$ cat src/rtl/instruction_queue.sv
// -----------------------------------------------------------------------------
// instruction_queue
//
// In-order circular instruction queue that feeds a reservation station.
// Front-end logic pushes 16-bit instructions. They are issued one at a time,
// verbatim and in FIFO order, but only while the station reports a free entry.
// At least one idle cycle always follows an issue. This gives the station one
// edge to update its Busy state before `disponivel` is trusted again.
//
// Optional feature (compile-time macro INSTRUCTION_QUEUE_BYPASS_EN):
//   When the macro is defined, a push into an empty queue that could issue
//   immediately goes straight to issueInst/issueEnable at the push edge.
//   When the macro is not defined, every instruction passes through storage.
//
// Parameters
//   DEPTH       number of entries (power of two)
//   ADDR_W      log2(DEPTH), pointer width
//
// Ports
//   Clock        in   sole clock, posedge
//   Reset        in   synchronous, active-high
//   inValid      in   upstream offers inInst
//   inInst       in   [15:0] instruction ([3:0] op, [6:4] Rx, [9:7] Ry, [12:10] Rz)
//   inReady      out  push accepted this cycle (~full & ~Reset)
//   flush        in   synchronous discard of all queued instructions
//   disponivel   in   station has at least one free entry
//   issueEnable  out  registered issue strobe (station Adderin)
//   issueInst    out  [15:0] registered issued instruction (station instruction)
//   count        out  [ADDR_W:0] registered occupancy, 0..DEPTH
//   empty        out  count == 0
//   full         out  count == DEPTH
// -----------------------------------------------------------------------------
module instruction_queue #(
  parameter int DEPTH  = 8,
  parameter int ADDR_W = 3
) (
  input  logic              Clock,
  input  logic              Reset,
  input  logic              inValid,
  input  logic [15:0]       inInst,
  output logic              inReady,
  input  logic              flush,
  input  logic              disponivel,
  output logic              issueEnable,
  output logic [15:0]       issueInst,
  output logic [ADDR_W:0]   count,
  output logic              empty,
  output logic              full
);

  localparam logic [ADDR_W:0] FULL_CNT = (ADDR_W+1)'(DEPTH);

  logic [15:0]       mem [DEPTH];
  logic [ADDR_W-1:0] wp;
  logic [ADDR_W-1:0] rp;

  logic push;
  logic allow;
  logic bypass;
  logic store;

  assign empty   = (count == '0);
  assign full    = (count == FULL_CNT);
  // Deliberately does not look ahead to a same-edge pop when full.
  assign inReady = ~full & ~Reset;
  assign push    = inValid & inReady;

  // ~issueEnable forces an idle cycle after each issue, so the station has
  // had an edge to set Busy before disponivel is used again.
  assign allow   = ~empty & disponivel & ~issueEnable;

`ifdef INSTRUCTION_QUEUE_BYPASS_EN
  assign bypass  = empty & push & disponivel & ~issueEnable;
`else
  assign bypass  = 1'b0;
`endif

  // A bypassed instruction never touches storage or the pointers.
  assign store   = push & ~bypass;

  // Storage: not reset, and untouched by flush.
  always_ff @(posedge Clock) begin
    if (!Reset && !flush && store) begin
      mem[wp] <= inInst;
    end
  end

  // Pointers, occupancy and issue register.
  always_ff @(posedge Clock) begin
    if (Reset) begin
      wp          <= '0;
      rp          <= '0;
      count       <= '0;
      issueEnable <= 1'b0;
      issueInst   <= 16'h0000;
    end else if (flush) begin
      wp          <= '0;
      rp          <= '0;
      count       <= '0;
      issueEnable <= 1'b0;
    end else begin
      issueEnable <= allow | bypass;
      if (allow) begin
        issueInst <= mem[rp];
        rp        <= rp + ADDR_W'(1);
      end else if (bypass) begin
        issueInst <= inInst;
      end
      if (store) begin
        wp <= wp + ADDR_W'(1);
      end
      // A simultaneous store and issue leaves count unchanged.
      count <= count + {{ADDR_W{1'b0}}, store} - {{ADDR_W{1'b0}}, allow};
    end
  end

endmodule

$ cat config.mk
export PLATFORM = sky130hd
export DESIGN_NAME = instruction_queue
export DESIGN_NICKNAME = d
export VERILOG_FILES = /design/src/rtl/instruction_queue.sv
export SDC_FILE = /design/constraint.sdc
export NUM_CORES = 1
export LEC_CHECK = 0
export BUFFER_PORTS_ARGS = -buffer_cell sky130_fd_sc_hd__buf_4
export CAP_MARGIN = 20
export CELL_PAD_IN_SITES_DETAIL_PLACEMENT = 0
export CELL_PAD_IN_SITES_GLOBAL_PLACEMENT = 2
export CORE_MARGIN = 10
export CORE_UTILIZATION = 45
export DETAILED_ROUTE_END_ITERATION = 12
export PLACE_DENSITY = 0.76
export SYNTH_ARGS = -nofsm -noshare
export SYNTH_HDL_FRONTEND = slang
export SYNTH_SLANG_ARGS = --single-unit
$ cat constraint.sdc
create_clock -name Clock -period 4 [get_ports Clock]
set_input_delay 0.8 -clock Clock [delete_from_list [all_inputs] [get_ports Clock]]
set_output_delay 0.8 -clock Clock [all_outputs]
set_load 0.03 [all_outputs]
---- Yosys cells after proc, flatten, opt, wreduce, memory -nomap -nowiden ----
Memories as Yosys holds them, arrays and structs flattened. A register that Yosys moved wholly into a read port is not among the register bits.
Cells that the tools add are included.
Widths: inputs -> output; s select.
word-level totals
  bits in registers ....................... 11
  memory bits (writable) .................. 128
  input port bits ......................... 21
  output and inout bits ................... 24
  logic and storage cells ................. 28
  memories kept ........................... 1
operators by class
  add/subtract/negate cells ............... 4
  equality and inequality tests ........... 1
  multiplexer cells ....................... 2
  bitwise operators ....................... 9
  reductions and logical operators ........ 7
memories
  name  depth  width  rd ports  clocked after Yosys merged registers in  wr ports  RTL line  source
  mem   8      16     1         1                                        1         53        logic [15:0] mem [DEPTH];
operators by type and width
  kind                 number
  $add 3x1->3 const B  2
  $not 1->1            5
  $add 4x1->4          1
  $and 1x1->1          4
  $eq 4x4->1 const B   1
  $logic_not 4->1      1
  $sub 4x1->4          1
  $logic_and 1x1->1    2
  $logic_not 1->1      2
  $mux 1               2
  $reduce_and 2->1     1
  $reduce_or 2->1      1

---- Depth between registers and ports, before layout ----
  word-level depth ........................ 7
  depth in mapped cells ................... 13
  mapped depth without buffers ............ 12

---- Worst setup path before layout ----
OpenSTA, ideal clock, no wires.
  path type ............................... register to register
  start point ............................. reg count[2]
  end point ............................... mem mem[0][0], enable pin
  setup time .............................. 0.436 ns
  arrival ................................. 3.221 ns
  required time ........................... 3.564 ns
  setup slack ............................. 0.342 ns
  stages on the path, launching flop included .. 7
  path buffers ............................ 0
  clock period less this slack ............ 3.658 ns
  cells stage by stage .................... dfxtp_1 inv_1 ha_1 nor3b_1 nor3_2 inv_2 nor4b_1
between the ends
  word-level cells in the longest chain between the ends .. 7
RTL lines
  item                          RTL line  source
  start, declared               46        output logic [ADDR_W:0] count,
  start signal, assigned        113       count <= count + {{ADDR_W{1'b0}}, store} - {{ADDR_W{1'b0}}, allow};
  $eq 4x4->1                    63        assign full = (count == FULL_CNT);
  via full                      48        output logic full
  $not 1->1                     65        assign inReady = ~full & ~Reset;
  $and 1x1->1                   65
  $and 1x1->1                   66        assign push = inValid & inReady;
  $logic_and 1x1->1             83        if (!Reset && !flush && store) begin
  $mux 1                        83
  $mux 1 (not written as such)  84        mem[wp] <= inInst;
  end, declared                 53
The timed path passes the listed nets, and every way through them passes these cells.

---- Worst setup path in the final report ----
  start point ............................. reg count[2]
  end point ............................... out empty
between the ends
  word-level cells in the longest chain between the ends .. 1
RTL lines
  item             RTL line  source
  $logic_not 4->1  62        assign empty = (count == '0);
  end, declared    47        output logic empty,
Every way passes these cells.

==> results.md <==
- CP Max Fanout: 6
- Synth top area cells: edfxtp_1, mux4_2, dfxtp_1, nand2_1, a22oi_2
- Fin Hold WS: between 0.4 and 0.5 ns
- DR vias: ~2.9k
- Synthesized area: roughly 0.0060 mm^2
- DRC Markers: 0
- Buffers added on ports: 44
- Cells after Synth: 320
- Pwr/cell area: 506 mW/mm^2
- Outcome: completed
- HP Class: register to register
- Multi-input logic area: about 0.0015 mm^2
- Primary FF master, synth: edfxtp_1
- Final WL: approximately 11000 um
- RR Startpoint: count[2]
- CP startpoint kind: register
- Synth Area in Compound Gates: 0.0380
- CTS root buffer: clkbuf_16
- Grt ovf: 0
- Fin crit share: 0.638
- Die Ht: 135 um
- Ys async rst share: 0
- Maxcap violations: 0
- Total power: approximately 3.6 mW
- Tmin final: around 2.6 ns
- H-tree depth: 4
- Longest Clk Path Bufs: 2
- CTS sink count: about 160
- Most frequent cell after synthesis: edfxtp_1
- Synthesis-stage register bit count: approximately 160
- CTS buffer count: 17
- Area share of the largest cell type after synthesis: 0.646
- Adder-cell share of the synthesized area: 0.0202
- Core Footprint: around 0.013 mm^2
- Yosys top cell by area: edfxtp_1
- Starting Density: 0.466
- Largest family of logic cells by synthesized area: multiplexers
- Post-CTS Setup Inserts: 0
- Hold Path Origin: issueInst[6]
- Worst-margin pin slew: between 0.9 and 1 ns
- Crit path DAT: 1.75 ns
- Setup Viol. Count Final: 0
- Share of cells above drive strength 1: 0.346
- ANT cells: 0
- Synth cell count leaders: edfxtp_1, nand2_1, mux4_2, dfxtp_1, nor2_1
- P_leak: 2.43 nW
- CP endpoint kind: primary output
- Worst Skew: just over 0.006 ns
- Synth Area per Inst: 18.6 um^2
- Wire per inst: ~20 um
- Post-Synth XOR/XNOR Area: 0.00736
- GRT Overall Usage: 0.134
- Mux contribution to synthesized area: 0.121
- DR pass1 iterations: 4
- Initial antenna violation count: 0
- Starting DRT DRC Count: between 150 and 200
- Number of global-route vias before repair: a little over 3k
- Syn-to-layout area delta: 19.1%
- Largest net degree at the start of global routing: 19
- NumNets Final: 413
- Full die area: between 0.015 and 0.02 mm^2
- Final Hold Viols: 0
- RSZ-0062 raised after global routing: no
- Post_cts resized: 0
- Die span in x: 135 um
- Setup CP Type: register to primary output
- Slew margin rel.: 0.381
- Simple-gate share of the synthesized area: 0.0538
- Vias per inst: 5.17
- CTS Hold Bufs: 0
- Fmax: roughly 0.4 GHz
- Worst Setup SP: count[2]
- Fill cell count: between 1k and 1.5k
- CTS tree: built
- Clock Latency Late Sink: ~0.4 ns
- Final Max Tran Viols: 0
- Ports: 45
- Register area share after synthesis: 0.736
- VDD IR max: around 0.3 mV
- YS warnings: 0
- Setup TNS Final: 0 ns
- Critical path data required time: roughly 3.2 ns
- Yosys cell types: 36
- Clock transition at path regs: 0.06 ns
- Global-route wire length before repair: between 15000 and 20000 um
- Syn_nets: 350
- Post-synth EDFFs: between 100 and 150
- Placer congestion estimate: roughly 0.73
- Detailed Place HPWL: 7180 um
- Row cnt: around 40
- Post-route ant nets: 0
- Register area: between 0.004 and 0.005 mm^2
## worst max-delay path, stage by stage (launching register included)
cell and delay, ns:
dfxtp_1 0.32, inv_1 0.09, ha_1 0.15, or3b_1 0.47
inv_1 0.13, buf_4 0.17
## metrics by stage
stage | util | setup slack, ns | instances | area, um^2
after floorplan | - | 0.342 | 320 | 5950
after global placement | 0.514 | 1.34 | 536 | 6560
after detailed placement | 0.514 | 1.30 | 536 | 6560
after CTS | 0.555 | 1.41 | 568 | 7090
after global routing | 0.555 | 1.30 | 568 | 7090
final | 0.555 | 1.45 | 568 | 7090
## cells in the final DEF, fill, tap and decap left out, drive strengths merged, types with 2 or more instances in the layout
cell type and instances:
ha 8, nand2 37, a22oi 15, nor3b 2
a21oi 4, inv 14, dfxtp 27, nor3 4
clkbuf 21, xnor2 2, clkinvlp 2, buf 58
mux4 32, nor4b 2, nand3 3, xor2 3
edfxtp 128, clkinv 8, nor2 14
## kinds of logic after synthesis
group	count (synthesis)
fa+ha+maj	9
simple gates	68
mux	32
compound gates	23
xor+xnor	5
buf+inv	28
flops	155
## flip-flops by register name, indices dropped and copies added, names as in the netlist
register,flops
count,4
issueEnable,1
issueInst,16
mem,128
rp,3
wp,3
## where the power goes
| group | switching (mW) | internal [mW] | total (mW) |
|---|---|---|---|
| clock | 0.577 | 0.856 | 1.43 |
| combinational | 0.204 | 0.146 | 0.350 |
| sequential | 0.0257 | 1.78 | 1.80 |
## final timing paths
path,slack (ns),cells past startpoint,endpoint
worst min-delay path,0.43,2,issueInst[6]
worst max register to register,1.52,12,count[2]
worst min register to register,0.43,2,issueInst[6]
worst max-delay path,1.45,5,empty
## metal layers
layer,wire (um),vias to the layer above,global-route usage
met5,0,-,0
met4,161,0,0.0538
li1,-,1376,-
met2,5700,74,0.211
met1,4940,1475,0.170
met3,576,13,0.0393
## cell type report
class                      count  share of cell area
clock buffer                  21              0.0635
timing repair buffer          58              0.0632
clock inverter                11              0.0111
tap                          172              0.0304
inverter                      14             0.00741
sequential                   155               0.619
multi-input combinational    137               0.206
Power figures use the tool's default switching activity.
